$ cat src/rtl/kmeans_pkg.sv
// kmeans_pkg: shared widths, latencies and FSM state encoding for the k-means control and datapath blocks.
package kmeans_pkg;
    localparam int addrWidth   = 8;
    localparam int dataWidth   = 16;
    localparam int count_width = addrWidth + 1;
    localparam int iter_width  = 8;
    localparam int RD_LAT      = 1;
    localparam int PIPE_DEPTH  = 2;
    localparam int VLD_LAT     = RD_LAT + PIPE_DEPTH;
    localparam logic [2:0] ST_IDLE   = 3'd0;
    localparam logic [2:0] ST_CLEAR  = 3'd1;
    localparam logic [2:0] ST_STREAM = 3'd2;
    localparam logic [2:0] ST_DRAIN  = 3'd3;
    localparam logic [2:0] ST_UPDATE = 3'd4;
    localparam logic [2:0] ST_CHECK  = 3'd5;
    localparam logic [2:0] ST_DONE   = 3'd6;
    typedef enum logic [2:0] {
        S_IDLE   = ST_IDLE,
        S_CLEAR  = ST_CLEAR,
        S_STREAM = ST_STREAM,
        S_DRAIN  = ST_DRAIN,
        S_UPDATE = ST_UPDATE,
        S_CHECK  = ST_CHECK,
        S_DONE   = ST_DONE
    } ctrl_state_e;
endpackage

$ cat src/rtl/kmeans_valid_pipe.sv
// kmeans_valid_pipe: valid shift register tracking points through memory read and the pipe stages.
// Ports:
//   clk, rst_n  clock, asynchronous active-low reset
//   flush_i     synchronous clear of every stage (wins over the shift)
//   in_i        valid entering stage 0
//   vsr_o       all stage valids; bit k is the input delayed by k+1 cycles
module kmeans_valid_pipe #(
    parameter int LEN = 3
) (
    input  logic           clk,
    input  logic           rst_n,
    input  logic           flush_i,
    input  logic           in_i,
    output logic [LEN-1:0] vsr_o
);
    logic [LEN-1:0] vsr_q, vsr_d;
    always_comb vsr_d = flush_i ? '0 : (vsr_q << 1) | LEN'(in_i);
    always_ff @(posedge clk or negedge rst_n)
        if (!rst_n) vsr_q <= '0;
        else        vsr_q <= vsr_d;
    assign vsr_o = vsr_q;
endmodule

$ cat src/rtl/kmeans_iter_ctrl.sv
// kmeans_iter_ctrl: iteration sequencer for the k-means datapath (read -> distance -> classify -> accumulate -> update).
// Ports:
//   clk, rst_n        clock, asynchronous active-low reset
//   start_i, abort_i  run start pulse (IDLE only), synchronous abort (wins over start)
//   last_addr_i       final point address, max_iter_i iteration limit (0 acts as 1); both sampled on start
//   mem_rd_en_o, mem_addr_o             point-memory read strobe and address
//   pipe1_valid_o, accum_en_o           valid at pipe1 input and at the pipe3 accumulate point
//   accum_clear_o                       clears pipe3 accumulators at the start of every iteration
//   update_start_o, update_done_i, converged_i  handshake with the centroid update block
//   busy_o, done_o                      run in progress, end-of-run pulse
//   iter_count_o, hit_limit_o           completed iterations, run ended on the iteration limit
module kmeans_iter_ctrl
    import kmeans_pkg::*;
(
    input  logic                  clk,
    input  logic                  rst_n,
    input  logic                  start_i,
    input  logic                  abort_i,
    input  logic [addrWidth-1:0]  last_addr_i,
    input  logic [iter_width-1:0] max_iter_i,
    output logic                  mem_rd_en_o,
    output logic [addrWidth-1:0]  mem_addr_o,
    output logic                  pipe1_valid_o,
    output logic                  accum_clear_o,
    output logic                  accum_en_o,
    output logic                  update_start_o,
    input  logic                  update_done_i,
    input  logic                  converged_i,
    output logic                  busy_o,
    output logic                  done_o,
    output logic [iter_width-1:0] iter_count_o,
    output logic                  hit_limit_o
);
    ctrl_state_e           state_q, state_d;
    logic [addrWidth-1:0]  addr_q, addr_d, last_q, last_d;
    logic [iter_width-1:0] max_q, max_d, iter_q, iter_d;
    logic                  hit_q, hit_d, conv_q, conv_d, ufirst_q, ufirst_d;
    logic [VLD_LAT-1:0]    vsr;
    // one extra bit so the limit compare cannot wrap at the top of the counter range
    logic [iter_width:0]   iter_inc;
    assign iter_inc = {1'b0, iter_q} + 1'b1;
    always_comb begin
        state_d = state_q;
        addr_d  = addr_q;
        last_d  = last_q;
        max_d   = max_q;
        iter_d  = iter_q;
        hit_d   = hit_q;
        conv_d  = conv_q;
        if (abort_i) state_d = S_IDLE;
        else case (state_q)
            S_IDLE: if (start_i) begin
                last_d  = last_addr_i;
                max_d   = (max_iter_i == '0) ? iter_width'(1) : max_iter_i;
                iter_d  = '0;
                hit_d   = 1'b0;
                state_d = S_CLEAR;
            end
            S_CLEAR: begin
                addr_d  = '0;
                state_d = S_STREAM;
            end
            S_STREAM: if (addr_q == last_q) state_d = S_DRAIN;
                      else                  addr_d  = addr_q + 1'b1;
            S_DRAIN: if (vsr == '0) state_d = S_UPDATE;
            S_UPDATE: if (update_done_i) begin
                conv_d  = converged_i;
                state_d = S_CHECK;
            end
            S_CHECK: begin
                iter_d = iter_inc[iter_width-1:0];
                if (conv_q) begin
                    hit_d   = 1'b0;
                    state_d = S_DONE;
                end else if (iter_inc >= {1'b0, max_q}) begin
                    hit_d   = 1'b1;
                    state_d = S_DONE;
                end else state_d = S_CLEAR;
            end
            default: state_d = S_IDLE;
        endcase
        ufirst_d = (state_d == S_UPDATE) && (state_q != S_UPDATE);
    end
    always_ff @(posedge clk or negedge rst_n)
        if (!rst_n) begin
            state_q  <= S_IDLE;
            addr_q   <= '0;
            last_q   <= '0;
            max_q    <= '0;
            iter_q   <= '0;
            hit_q    <= 1'b0;
            conv_q   <= 1'b0;
            ufirst_q <= 1'b0;
        end else begin
            state_q  <= state_d;
            addr_q   <= addr_d;
            last_q   <= last_d;
            max_q    <= max_d;
            iter_q   <= iter_d;
            hit_q    <= hit_d;
            conv_q   <= conv_d;
            ufirst_q <= ufirst_d;
        end
    kmeans_valid_pipe #(.LEN(VLD_LAT)) u_vld (
        .clk     (clk),
        .rst_n   (rst_n),
        .flush_i (abort_i),
        .in_i    (mem_rd_en_o),
        .vsr_o   (vsr)
    );
    assign mem_rd_en_o    = state_q == S_STREAM;
    assign mem_addr_o     = addr_q;
    assign pipe1_valid_o  = vsr[RD_LAT-1];
    assign accum_en_o     = vsr[VLD_LAT-1];
    assign accum_clear_o  = state_q == S_CLEAR;
    assign update_start_o = ufirst_q;
    assign busy_o         = state_q != S_IDLE;
    assign done_o         = state_q == S_DONE;
    assign iter_count_o   = iter_q;
    assign hit_limit_o    = hit_q;
endmodule

$ cat config.mk
export PLATFORM = sky130hd
export DESIGN_NAME = kmeans_iter_ctrl
export DESIGN_NICKNAME = d
export VERILOG_FILES = /design/src/rtl/kmeans_pkg.sv /design/src/rtl/kmeans_valid_pipe.sv /design/src/rtl/kmeans_iter_ctrl.sv
export SDC_FILE = /design/constraint.sdc
export NUM_CORES = 1
export LEC_CHECK = 0
export ABC_CLOCK_PERIOD_IN_PS = 6200
export CAP_MARGIN = 20
export CORE_MARGIN = 2
export CORE_UTILIZATION = 50
export DETAILED_ROUTE_END_ITERATION = 12
export GPL_TIMING_DRIVEN = 0
export PLACE_DENSITY = 0.84
export SLEW_MARGIN = 20
export SYNTH_ARGS = -nofsm -noshare
export SYNTH_HDL_FRONTEND = slang
export SYNTH_SLANG_ARGS = --single-unit
$ cat constraint.sdc
create_clock -name clk -period 6.2 [get_ports clk]
set_input_delay 1.24 -clock clk [delete_from_list [all_inputs] [get_ports clk]]
set_output_delay 1.24 -clock clk [all_outputs]
set_load 0.03 [all_outputs]
==> impl_metrics.env, run 1 <==
export IMPL_status="completed"
export IMPL_yosys_top_cells_area="dfrtp_1 43%, mux2_2 7.5%, ha_1 5.2%"
export IMPL_r2r_cells=8
export IMPL_synth_cells=237
export IMPL_critical_path_max_stage_delay_ns=0.71
export IMPL_cts_tree="yes"
export IMPL_final_cells=343
export IMPL_p_int_w=0.000510
export IMPL_timing_slew_headroom_pct=56.5
export IMPL_critPathKind="reg -> out"
export IMPL_htreeDepth=2
export IMPL_place_inst=336
export IMPL_syn_cell_area_um2=2400
export IMPL_crit_path_top_delay_cell="clkdlybuf4s50_1"
export IMPL_cp_arrival_ns=2.34
export IMPL_n_fill_cell=371
export IMPL_pwr_share_clk_pct=23.3
export IMPL_cp_startpoint="state_q[0]"
export IMPL_setup_viol_count_final=0
export IMPL_cts_reportedPaths_clkPinSlew_ns=0.08
export IMPL_path_max_fanout=10
export IMPL_min_path_cells=2
export IMPL_final_core_util_pct=64.5
export IMPL_die_y_um=73.3
export IMPL_num_rows=25
export IMPL_wl_mm=5.44
export IMPL_die_area_um2=5370
export IMPL_syn_num_nets=269
export IMPL_dpl_hpwl_mm=4.00
export IMPL_comb_power_share_pct=31.9
export IMPL_synthDistinctLibCells=51
export IMPL_root_buffer="clkbuf_8"
export IMPL_io_buffer_count=44
export IMPL_fin_nets=321
export IMPL_busiest_layer="met2"
export IMPL_fin_crit_ns=3.58
export IMPL_clockBufferDepth=2
export IMPL_grt_pass1_vias=1900
export IMPL_cts_num_sinks=41
export IMPL_grt_max_degree=29
export IMPL_grtUsageTotal_pct=22.3
export IMPL_io_pins=46
export IMPL_power_density_nw_per_um2=256
export IMPL_critPathRequiredTime_ns=4.96
export IMPL_via_per_inst=6.02
export IMPL_cts_buffers=5
export IMPL_rr_startpoint="iter_count_o[0]"
export IMPL_hold_start="max_q[0]"
export IMPL_syn_area_per_cell_um2=10.1
export IMPL_worstSetupStartpointType="flop"
export IMPL_grt_util_met1_pct=32.3
export IMPL_n_antenna_cell=0
export IMPL_yosys_area_top_type="dfrtp_1"
export IMPL_worstHoldPathType="reg -> reg"
export IMPL_cap_violations=0
export IMPL_grtUsageMet3_pct=5.08
export IMPL_crit_cells=5
export IMPL_hold_viol=0
export IMPL_crit_buf_inv=4
export IMPL_rrSetupSlack_ns=3.45
export IMPL_pwr_share_seq_pct=44.8
export IMPL_antenna_found_initial=0
export IMPL_synth_ff_type="dfrtp_1"
export IMPL_rsz0062_at_grt="no"
export IMPL_synth_edf_count=0
export IMPL_clock_skew_ns=0.00626
export IMPL_async_flop_share_pct=100
export IMPL_p_leak_nw=1.29
export IMPL_avgRoutedWirePerCell_um=15.9
export IMPL_core_um2=4660
export IMPL_worstMarginPinSlew_ns=0.648
export IMPL_yosysTopAreaCellShare_pct=42.8
export IMPL_critPathCaptureType="primary output"
export IMPL_vias=2065
export IMPL_initial_core_util_pct=51.5
export IMPL_ys_ff_latch=41
export IMPL_cp_cell_sequence="buf_2 > nor3b_2 > buf_2 > buf_2 > clkdlybuf4s50_1"
export IMPL_drt_iter0_drc=213
export IMPL_hold_buffers=0
export IMPL_fmax_mhz=279
export IMPL_max_vdd_ir_drop_v=0.000198
export IMPL_sw_frac_of_total_pct=33.8
export IMPL_ys_warn_count=0
export IMPL_tns_ns=0
export IMPL_switching_power_w=0.000261
export IMPL_crit_path_frequent_cell="buf_2"
export IMPL_clk_latency_ns=0.29
export IMPL_fin_crit_sh_pct=57.8
export IMPL_slew_violations=0
export IMPL_die_width_um=73.3
export IMPL_grt_ovfl_total=0
export IMPL_grt_pass1_wl_mm=9.27
export IMPL_worstReg2RegEnd="state_q[1]"
export IMPL_post_cts_setup_buffer_count=0
export IMPL_groute_layer_met2_usage_pct=32.8
export IMPL_place_congestion=0.840
export IMPL_drtPass1Iterations=4
export IMPL_critPathTopFamily="buffers and inverters"
export IMPL_layout_drive_gt1_share_pct=13.8
export IMPL_drc=0
export IMPL_holdPathEnd="max_q[0]"
export IMPL_ys_seq_area_share_pct=42.8
export IMPL_ctsResizeCount=0
export IMPL_ant_nets=0
export IMPL_syn_to_final_growth_pct=25.4
[cell families (layout without fill, tap and decap cells)]
logic type,after synthesis,count (layout),synth area share (%)
simple gates,69,69,16.7
fa+ha+maj,10,10,5.22
buf+inv,30,82,5.37
mux,17,17,7.93
flops,41,41,42.8
xor+xnor,15,15,5.48
compound gates,55,55,16.5
[worst max path at each step]
stage / end
3_5_place_dp: mem_rd_en_o
5_1_grt: mem_rd_en_o
3_3_place_gp: last_q[2]
4_1_cts: mem_rd_en_o
6_report: mem_rd_en_o
2_1_floorplan: state_q[1]
[stage by stage]
step	hold WS [ns]	total power, W	instance area [um2]	worst slack, ns
2_1_floorplan	0.453	0.000503	2400	3.69
3_3_place_gp	0.482	0.000581	2910	2.88
3_5_place_dp	0.493	0.000592	2920	2.96
4_1_cts	0.510	0.000772	3010	2.62
5_1_grt	0.530	0.000813	3010	2.50
6_report	0.506	0.000770	3010	2.62
[state kept, by name (all words and copies together) (netlist names)]
signal          flops
iter_count_o        8
last_q              8
max_q               8
mem_addr_o          8
state_q             3
u_vld.vsr_o         3
conv_q              1
hit_limit_o         1
update_start_o      1
[cells in the final DEF, fill, tap and decap left out, drive strengths merged, types with 3 or more instances in the layout]
| cell | instances |
|---|---|
| a21oi | 8 |
| nor3 | 5 |
| dfrtp | 41 |
| xnor2 | 11 |
| a31oi | 4 |
| nor2b | 5 |
| a311oi | 6 |
| nand2 | 12 |
| a22o | 5 |
| inv | 16 |
| clkbuf | 9 |
| o32ai | 4 |
| and3 | 3 |
| nand3 | 10 |
| o21ai | 10 |
| buf | 14 |
| nand4 | 8 |
| nor2 | 10 |
| ha | 10 |
| mux2 | 16 |
| xor2 | 4 |
| and4 | 4 |
| clkdlybuf4s50 | 43 |
[cell usage after synthesis, drive strengths merged, types with 2 or more instances]
master   instances
ha              10
nor3             5
and2             2
nor3b            2
clkbuf           2
a22o             5
a41oi            2
a2111oi          2
o211ai           2
mux2            16
a21oi            8
o32ai            4
xnor2           11
nand3           10
nor2            10
inv             16
buf             12
a31oi            4
nand4            8
dfrtp           41
a31o             2
o22ai            2
and4             4
a311oi           6
nor2b            5
o21ai           10
xor2             4
and3             3
nand2           12
[final cells by class]
class	count	area (um2)	share of cell area [%]
flip-flops and latches	41	1030	34.1
well taps	54	67.6	2.25
inverters	16	60.1	2.00
repair buffers	45	455	15.1
multi-input cells	166	1240	41.3
clock buffers	7	86.3	2.87
plain buffers	14	68.8	2.29
[layer usage]
metal | vias up | share of wire [%]
met5 | - | 0
met4 | 0 | 2.5
met3 | 18 | 5.6
met2 | 78 | 46
met1 | 983 | 45
li1 | 986 | -
[tightest hold or removal path, cell delays in order, from the launching register on]
cell and delay, ns:
dfrtp_1 0.35, nand2_1 0.05, o21ai_0 0.06
[power groups by stage]
stage          Sequential (W)  Clock [W]  Combinational [W]
2_1_floorplan        0.000365          0           0.000138
3_3_place_gp         0.000348          0           0.000232
3_5_place_dp         0.000349          0           0.000242
4_1_cts              0.000344   0.000183           0.000245
5_1_grt              0.000351   0.000194           0.000269
6_report             0.000345   0.000180           0.000245
Power figures use the tool's default switching activity.
==> run 2: changes to the inputs <==
Settings changed: ABC_CLOCK_PERIOD_IN_PS 6200 to 3300.
Clock period 6.2 ns to 3.3 ns, I/O delays scaled along.
==> results of run 2 <==
Same layout as run 1 (identical final DEF). Status: completed.
Main changes from that run: setup slack after placement 2.96 ns -> 0.584 ns; setup slack after layout 2.62 ns -> 0.299 ns; hold slack 0.506 ns -> 0.260 ns; register-to-register setup slack 3.45 ns -> 0.55 ns; total power 0.000770 W -> 0.00145 W; worst IR drop on VDD 0.000198 V -> 0.000372 V
